--- config.mk ---
export PLATFORM = sky130hd
export DESIGN_NAME = vga_sync_gen
export DESIGN_NICKNAME = d
export VERILOG_FILES = /design/src/rtl/vga_timing_pkg.sv /design/src/rtl/sync_delay_line.sv /design/src/rtl/vga_sync_gen.sv
export SDC_FILE = /design/constraint.sdc
export NUM_CORES = 1
export LEC_CHECK = 0
export CORE_ASPECT_RATIO = 1.5
export CORE_UTILIZATION = 49
export DETAILED_ROUTE_END_ITERATION = 16
export PLACE_DENSITY = 0.85
export RECOVER_POWER = 25
export SLEW_MARGIN = 5
export SYNTH_ARGS = -nofsm -noshare
export SYNTH_HDL_FRONTEND = slang
export SYNTH_SLANG_ARGS = --single-unit
--- constraint.sdc ---
create_clock -name i_Clk -period 3.2 [get_ports i_Clk]
set_clock_uncertainty 0.15 [all_clocks]
set_input_delay 0.64 -clock i_Clk [delete_from_list [all_inputs] [get_ports i_Clk]]
set_output_delay 0.64 -clock i_Clk [all_outputs]
set_load 0.03 [all_outputs]
--- src/rtl/vga_timing_pkg.sv ---
// Shared VGA timing definitions.
//
// Contents:
//   - Default 640x480 @ 60 Hz timing constants (pixels / lines).
//   - Colour channel width and counter width.
//   - sync_bits_t: the {hsync, vsync, active} bundle carried by the delay line.
//   - SyncBitsIdle: delay-line contents while blanked/in reset (syncs
//     deasserted high, not active).
//   - in_window(): half-open range test used for the raw sync decodes.
package vga_timing_pkg;

  localparam int unsigned DefTotalCols    = 800;
  localparam int unsigned DefTotalRows    = 525;
  localparam int unsigned DefActiveCols   = 640;
  localparam int unsigned DefActiveRows   = 480;
  localparam int unsigned DefHFrontPorch  = 16;
  localparam int unsigned DefHSyncWidth   = 96;
  localparam int unsigned DefVFrontPorch  = 10;
  localparam int unsigned DefVSyncWidth   = 2;
  localparam int unsigned DefVideoDelay   = 2;
  localparam int unsigned MaxVideoDelay   = 7;

  localparam int unsigned ColorWidth      = 4;
  localparam int unsigned CountWidth      = 10;
  localparam int unsigned FrameCountWidth = 8;

  typedef struct packed {
    logic hsync;
    logic vsync;
    logic active;
  } sync_bits_t;

  localparam sync_bits_t SyncBitsIdle = '{hsync: 1'b1, vsync: 1'b1, active: 1'b0};

  // True when lo <= pos < hi.
  function automatic logic in_window(input logic [CountWidth-1:0] pos,
                                     input int unsigned           lo,
                                     input int unsigned           hi);
    return (32'(pos) >= lo) && (32'(pos) < hi);
  endfunction

endpackage

--- src/rtl/sync_delay_line.sv ---
// Resettable shift register for the {hsync, vsync, active} bundle.
//
// Ports:
//   clk   in   pixel clock
//   rst   in   asynchronous active-high reset; all stages load SyncBitsIdle
//   din   in   sync_bits_t entering the line
//   dout  out  din delayed by Depth clock cycles (Depth = 0 is a plain wire)
module sync_delay_line
  import vga_timing_pkg::*;
#(
  parameter int unsigned Depth = 2
) (
  input  logic       clk,
  input  logic       rst,
  input  sync_bits_t din,
  output sync_bits_t dout
);

  if (Depth == 0) begin : gen_wire
    // Clock and reset have no load in the zero-latency configuration.
    logic unused_clk_rst;
    assign unused_clk_rst = clk ^ rst;
    assign dout = din;
  end else begin : gen_shift
    sync_bits_t stage_q [Depth];

    always_ff @(posedge clk or posedge rst) begin
      if (rst) begin
        for (int i = 0; i < int'(Depth); i++) begin
          stage_q[i] <= SyncBitsIdle;
        end
      end else begin
        stage_q[0] <= din;
        for (int i = 1; i < int'(Depth); i++) begin
          stage_q[i] <= stage_q[i-1];
        end
      end
    end

    assign dout = stage_q[Depth-1];
  end

endmodule

--- src/rtl/vga_sync_gen.sv ---
// VGA transmitter timing generator.
//
// Produces free-running column/row counters for the renderer, per-frame
// strobes for game logic, and latency-aligned active-low syncs plus blanked
// RGB for the connector. The renderer returns colour VIDEO_DELAY cycles after
// it sees a counter value; syncs and the active flag are delayed to match,
// then everything passes one output register together.
//
// Ports:
//   i_Clk          in   pixel clock
//   i_Rst          in   asynchronous active-high reset
//   o_Col_Count    out  current pixel column (undelayed)
//   o_Row_Count    out  current line (undelayed)
//   o_Active       out  counters inside the visible area (undelayed)
//   o_Frame_Start  out  one-cycle strobe at (col 0, row 0)
//   o_Frame_Tick   out  one-cycle strobe at (col 0, row ACTIVE_ROWS)
//   o_Frame_Count  out  frames completed, mod 256
//   i_*_Video      in   renderer colour, valid VIDEO_DELAY cycles after counters
//   o_HSync/VSync  out  active-low syncs, aligned to o_*_Video
//   o_*_Video      out  colour forced to zero outside the active area
module vga_sync_gen
  import vga_timing_pkg::*;
#(
  parameter int unsigned TOTAL_COLS    = DefTotalCols,
  parameter int unsigned TOTAL_ROWS    = DefTotalRows,
  parameter int unsigned ACTIVE_COLS   = DefActiveCols,
  parameter int unsigned ACTIVE_ROWS   = DefActiveRows,
  parameter int unsigned H_FRONT_PORCH = DefHFrontPorch,
  parameter int unsigned H_SYNC_WIDTH  = DefHSyncWidth,
  parameter int unsigned V_FRONT_PORCH = DefVFrontPorch,
  parameter int unsigned V_SYNC_WIDTH  = DefVSyncWidth,
  parameter int unsigned VIDEO_DELAY   = DefVideoDelay
) (
  input  logic                       i_Clk,
  input  logic                       i_Rst,
  output logic [CountWidth-1:0]      o_Col_Count,
  output logic [CountWidth-1:0]      o_Row_Count,
  output logic                       o_Active,
  output logic                       o_Frame_Start,
  output logic                       o_Frame_Tick,
  output logic [FrameCountWidth-1:0] o_Frame_Count,
  input  logic [ColorWidth-1:0]      i_Red_Video,
  input  logic [ColorWidth-1:0]      i_Grn_Video,
  input  logic [ColorWidth-1:0]      i_Blu_Video,
  output logic                       o_HSync,
  output logic                       o_VSync,
  output logic [ColorWidth-1:0]      o_Red_Video,
  output logic [ColorWidth-1:0]      o_Grn_Video,
  output logic [ColorWidth-1:0]      o_Blu_Video
);

  // ---------------------------------------------------------------------------
  // Parameter legality
  // ---------------------------------------------------------------------------
  if (ACTIVE_COLS + H_FRONT_PORCH + H_SYNC_WIDTH > TOTAL_COLS) begin : gen_h_err
    $error("vga_sync_gen: horizontal active+porch+sync exceeds TOTAL_COLS");
  end
  if (ACTIVE_ROWS + V_FRONT_PORCH + V_SYNC_WIDTH > TOTAL_ROWS) begin : gen_v_err
    $error("vga_sync_gen: vertical active+porch+sync exceeds TOTAL_ROWS");
  end
  if (VIDEO_DELAY > MaxVideoDelay) begin : gen_delay_err
    $error("vga_sync_gen: VIDEO_DELAY must be in 0..7");
  end
  if ((TOTAL_COLS > (1 << CountWidth)) || (TOTAL_ROWS > (1 << CountWidth)) ||
      (TOTAL_COLS == 0) || (TOTAL_ROWS == 0)) begin : gen_width_err
    $error("vga_sync_gen: totals must be 1..2**CountWidth");
  end

  localparam int unsigned HSyncStart = ACTIVE_COLS + H_FRONT_PORCH;
  localparam int unsigned HSyncEnd   = HSyncStart + H_SYNC_WIDTH;
  localparam int unsigned VSyncStart = ACTIVE_ROWS + V_FRONT_PORCH;
  localparam int unsigned VSyncEnd   = VSyncStart + V_SYNC_WIDTH;

  localparam logic [CountWidth-1:0] LastCol    = CountWidth'(TOTAL_COLS - 1);
  localparam logic [CountWidth-1:0] LastRow    = CountWidth'(TOTAL_ROWS - 1);
  localparam logic [CountWidth-1:0] ActiveCols = CountWidth'(ACTIVE_COLS);
  localparam logic [CountWidth-1:0] ActiveRows = CountWidth'(ACTIVE_ROWS);

  // Strobe/active registers hold the decode of (0,0) while in reset so they
  // stay consistent with the cleared counters.
  localparam logic ActiveAtOrigin = (ACTIVE_COLS > 0) && (ACTIVE_ROWS > 0);
  localparam logic TickAtOrigin   = (ACTIVE_ROWS == 0);

  // ---------------------------------------------------------------------------
  // Pixel counters and undelayed decodes
  // ---------------------------------------------------------------------------
  logic [CountWidth-1:0] col_q, col_d;
  logic [CountWidth-1:0] row_q, row_d;
  logic                  active_q, active_d;
  logic                  frame_start_q, frame_start_d;
  logic                  frame_tick_q, frame_tick_d;
  logic                  col_wrap;

  always_comb begin
    col_wrap = (col_q == LastCol);
    col_d    = col_wrap ? '0 : col_q + CountWidth'(1);
    row_d    = row_q;
    if (col_wrap) begin
      row_d = (row_q == LastRow) ? '0 : row_q + CountWidth'(1);
    end
    // Decode from the next-state values so the registered flags line up with
    // the registered counters in the same cycle.
    active_d      = (col_d < ActiveCols) && (row_d < ActiveRows);
    frame_start_d = (col_d == '0) && (row_d == '0);
    frame_tick_d  = (col_d == '0) && (row_d == ActiveRows);
  end

  always_ff @(posedge i_Clk or posedge i_Rst) begin
    if (i_Rst) begin
      col_q         <= '0;
      row_q         <= '0;
      active_q      <= ActiveAtOrigin;
      frame_start_q <= 1'b1;
      frame_tick_q  <= TickAtOrigin;
    end else begin
      col_q         <= col_d;
      row_q         <= row_d;
      active_q      <= active_d;
      frame_start_q <= frame_start_d;
      frame_tick_q  <= frame_tick_d;
    end
  end

  // ---------------------------------------------------------------------------
  // Frame counter: counts completed visible frames
  // ---------------------------------------------------------------------------
  logic [FrameCountWidth-1:0] frame_count_q;

  always_ff @(posedge i_Clk or posedge i_Rst) begin
    if (i_Rst) begin
      frame_count_q <= '0;
    end else if (frame_tick_q) begin
      frame_count_q <= frame_count_q + FrameCountWidth'(1);
    end
  end

  // ---------------------------------------------------------------------------
  // Raw syncs, delay line and output register
  // ---------------------------------------------------------------------------
  sync_bits_t sync_raw;
  sync_bits_t sync_dly;

  // VSync is decoded from the row alone, so it only moves on the column wrap.
  always_comb begin
    sync_raw        = SyncBitsIdle;
    sync_raw.hsync  = !in_window(col_q, HSyncStart, HSyncEnd);
    sync_raw.vsync  = !in_window(row_q, VSyncStart, VSyncEnd);
    sync_raw.active = active_q;
  end

  sync_delay_line #(
    .Depth (VIDEO_DELAY)
  ) u_sync_delay_line (
    .clk  (i_Clk),
    .rst  (i_Rst),
    .din  (sync_raw),
    .dout (sync_dly)
  );

  logic                  hsync_q;
  logic                  vsync_q;
  logic [ColorWidth-1:0] red_q;
  logic [ColorWidth-1:0] grn_q;
  logic [ColorWidth-1:0] blu_q;

  // Colour is gated by the delayed active bit so blanking does not depend on
  // what the renderer drives outside the visible area.
  always_ff @(posedge i_Clk or posedge i_Rst) begin
    if (i_Rst) begin
      hsync_q <= 1'b1;
      vsync_q <= 1'b1;
      red_q   <= '0;
      grn_q   <= '0;
      blu_q   <= '0;
    end else begin
      hsync_q <= sync_dly.hsync;
      vsync_q <= sync_dly.vsync;
      red_q   <= i_Red_Video & {ColorWidth{sync_dly.active}};
      grn_q   <= i_Grn_Video & {ColorWidth{sync_dly.active}};
      blu_q   <= i_Blu_Video & {ColorWidth{sync_dly.active}};
    end
  end

  assign o_Col_Count   = col_q;
  assign o_Row_Count   = row_q;
  assign o_Active      = active_q;
  assign o_Frame_Start = frame_start_q;
  assign o_Frame_Tick  = frame_tick_q;
  assign o_Frame_Count = frame_count_q;
  assign o_HSync       = hsync_q;
  assign o_VSync       = vsync_q;
  assign o_Red_Video   = red_q;
  assign o_Grn_Video   = grn_q;
  assign o_Blu_Video   = blu_q;

endmodule

==> summary by stage <==
Min path
The worst hold path belongs to the class flop to flop.

Routing
Dividing the detail-routed via count by the number of cells gives 5.39. The first routing iteration left 62 violations. The first detailed-routing pass took 4 iterations. The detailed-route wire length per cell is 14.4 µm. The total vias in the final route is 1881. In this run the remaining antenna-violating nets after routing total 0. The final wirelength is 5.02 mm. The remaining design rule violation count is 0.

Logic synthesis
The synthesized flop and latch total is 51. In this run the cell area of the synthesized design comes to 2420 µm². Averaged over all synthesized cells, the footprint is 10.9 µm².

The post-synth net total is 241. During synthesis, Yosys emitted a total of 0 warnings. The cell count after synthesis is 221. After synthesis, the share of flip-flops with an asynchronous set or reset is 100%. Sequential cells were found to cover 53.2% of the synthesized design area. The most frequently used flop master after synthesis is dfrtp_1. In this run, synthesis inferred 0 flip-flops with an integrated enable.

The netlist uses 48 different library cells.

Final layout
The count of filler cells inserted in the layout is 383. The number of antenna diodes is 0. In the final layout, the share of cells above drive strength 1 is 11.7%. At the end of the flow, the number of nets in the layout was 302. The growth of design area from synthesis to finish is 30.9%.

Pwr
The total power divided by cell area is 368 nW/µm². The leakage dissipation is 0.00132 µW. IR analysis of the VDD net gives a maximum drop of 0.221 mV.

Worst setup path
The critical path is of the flop to flop type. The startpoint type of the worst setup path is a flop. The signal arrival time at the worst endpoint is 3100 ps. The required time of the critical path is 3260 ps. Of all nets on the critical path, the largest fanout is 17. The standard cell with the maximum stage delay on the critical path is nor3_2. On the worst path, the slowest cell contributes a delay of 810 ps.

The signal on the critical path passes through or3b_4 > nor3_2 > o21ai_1 > a221oi_2 > nand4b_4 > a2111oi_4. The critical path capture point type is a flop.

Clock tree
The number of resized instances in the post-cts repair step is 0. The clock root buffer is clkbuf_8. TritonCTS created 5 clock buffers. The later pin in the worst-skew pair is clocked with a latency of 310 ps.

The H-tree was split into 2 levels. The maximum count of clock buffers along a single path is 2. The number of hold buffers added after CTS was 0. The clock drives 51 sinks. After clock tree synthesis, the setup repair step added 0 buffers. The register clock-pin slew on the reported worst setup and hold paths is 90 ps. The clock tree from TritonCTS is yes.

GRT
The number of global-route vias before repair is 1773. Entering global routing, the biggest net connects 32 pins. For this run, the total global-route usage over all layers was measured as 20.5%. The number of antenna violations at the first check in global routing is 0.

The first global-routing pass estimated 7.94 mm of wire. The total overflow left after global routing is 0.

Floorplan
The top-level I/O count is 59. The area enclosed by the die boundary is 5230 µm². From bottom edge to top edge, the die measures 88.0 µm.

The width of the die is 59.4 µm. The row count is 31. The core region is 4770 µm².

The initial standard-cell utilization of the core is 50.7%.

Timing
Setup repair after global routing left no endpoint under its margin. The number of max-slew violations in the final report is 0. Setup violations remaining at the end of the flow were counted as 0. The highest achievable clock rate is 329 MHz. On the final layout, the worst hold slack is 206 ps. The slew at the pin with the worst max-slew slack is 1150 ps. The smallest clock period supported by the final layout is computed as 3040 ps. The part of the cycle the worst path needs is 94.9%. The number of hold violations in the final report is 0. In the final timing run, aggregate negative setup slack is 0 ps. The headroom to the max-slew limit is 23.1%.

Placement
The detailed placement HPWL is 3.54 mm. The routability congestion estimate from global placement is 0.834. Input and output buffers added on the ports amount to 58.

Job
The max-capacitance violation count is 0.

Run status
The flow ran to the end, and the final reports show no timing, DRC or antenna violations.
==> routing by layer <==
layer	vias to the layer above	part of all wire (%)	GRT usage (%)	routed length, µm
met2	65	53	36.2	2650
met5	-	0	0	0
met4	0	1.7	9.09	85
li1	888	-	-	-
met3	8	4.9	4.87	248
met1	920	41	22.8	2040
==> report_power, final <==
| group | switching (µW) | total (µW) | internal, µW |
|---|---|---|---|
| Clock | 215 | 449 | 233 |
| Sequential | 1.66 | 654 | 652 |
| Combinational | 34.5 | 64.4 | 30.0 |
==> cells in the mapped netlist (2+ instances only) <==
cell type | n | area, µm²
o21ai_0 | 7 | 35.0
dfrtp_1 | 43 | 1080
or3_2 | 2 | 15.0
o31ai_1 | 2 | 15.0
a31oi_1 | 2 | 12.5
nor3_1 | 6 | 30.0
or4_1 | 2 | 15.0
nand2_1 | 16 | 60.1
nand4_1 | 10 | 62.6
inv_1 | 10 | 37.5
nor2_1 | 17 | 63.8
mux2_2 | 2 | 22.5
and2_1 | 13 | 81.3
a21oi_1 | 7 | 35.0
buf_6 | 2 | 22.5
buf_2 | 2 | 10.0
clkbuf_1 | 2 | 7.51
o32ai_1 | 2 | 17.5
o21ai_1 | 2 | 10.0
and3_1 | 3 | 18.8
dfstp_2 | 8 | 210
xnor2_1 | 15 | 131
nand3_1 | 10 | 50.1
ha_1 | 6 | 75.1
xor2_1 | 7 | 61.3
==> sequential cells by signal (all words and copies together) (netlist names), 3 cells and up <==
signal	flops
o_Col_Count	10
o_Row_Count	10
o_Frame_Count	8
o_Blu_Video	4
o_Grn_Video	4
o_Red_Video	4
u_sync_delay_line.dout	3
u_sync_delay_line.gen_shift.stage_q	3
==> final timing paths <==
path / slack (ps) / from / to / depth (start not counted)
max in group asynchronous: 1140 / i_Rst / u_sync_delay_line.dout[2] / 3
worst max-delay path: 160 / o_Col_Count[5] / o_Frame_Start / 6
worst min register to register: 210 / u_sync_delay_line.gen_shift.stage_q[3] / u_sync_delay_line.dout[0] / 0
worst min-delay path: 210 / u_sync_delay_line.gen_shift.stage_q[3] / u_sync_delay_line.dout[0] / 0
min in group asynchronous: 920 / i_Rst / o_Red_Video[0] / 2
worst max register to register: 160 / o_Col_Count[5] / o_Frame_Start / 6
==> cells in the final DEF, fill, tap and decap left out, types with 3 or more instances in the layout <==
master and n:
buf_4 3, o21ai_0 7, xnor2_1 15, and3_1 3, and2_0 6, clkbuf_8 5, xor2_1 7, nand2_1 16
nor3_1 6, dfstp_2 8, dlygate4sd3_1 7, inv_1 10, nand3_1 10, dfrtp_1 43, and2_1 7, ha_1 6
nor2_1 17, nand4_1 10, a21oi_1 7, clkdlybuf4s50_1 51
==> worst max-delay path, delay by kind of cell (launching register included) <==
family	cells	cell delay (ps)
flops	1	500
compound gates	3	860
simple gates	3	1430
==> final cells by class <==
type | count | area (µm²) | share of cell area, %
clock buffer | 6 | 72.6 | 2.29
clock inverter | 2 | 37.5 | 1.19
inverter | 10 | 37.5 | 1.19
multi-input combinational | 153 | 1050 | 33.1
sequential | 51 | 1290 | 40.6
tap | 66 | 82.6 | 2.61
timing repair buffer | 61 | 603 | 19.0
==> through the flow <==
stage	power, µW	cells	utilization [%]	setup slack (ps)	area [µm²]
after global routing	1210	349	66.4	45.3	3170
after floorplan	697	221	-	506	2420
after detailed placement	734	341	64.1	224	3060
after global placement	733	341	64.1	364	3060
after CTS	1180	349	66.4	181	3170
final	1170	349	66.4	163	3170
==> cells by family (layout without fill, tap and decap cells) <==
kind of cell	count (synthesis)	after routing	synth area share, %
muxes	2	2	0.931
adders and majority gates	6	6	3.10
and+or+nand+nor	92	92	22.0
AOI/OAI and AO/OA	31	31	9.31
xor gates and xnor gates	22	22	7.97
buffers and inverters	17	79	3.52
DFF	51	51	53.2
Note: power is estimated with default switching activity, not from simulation.
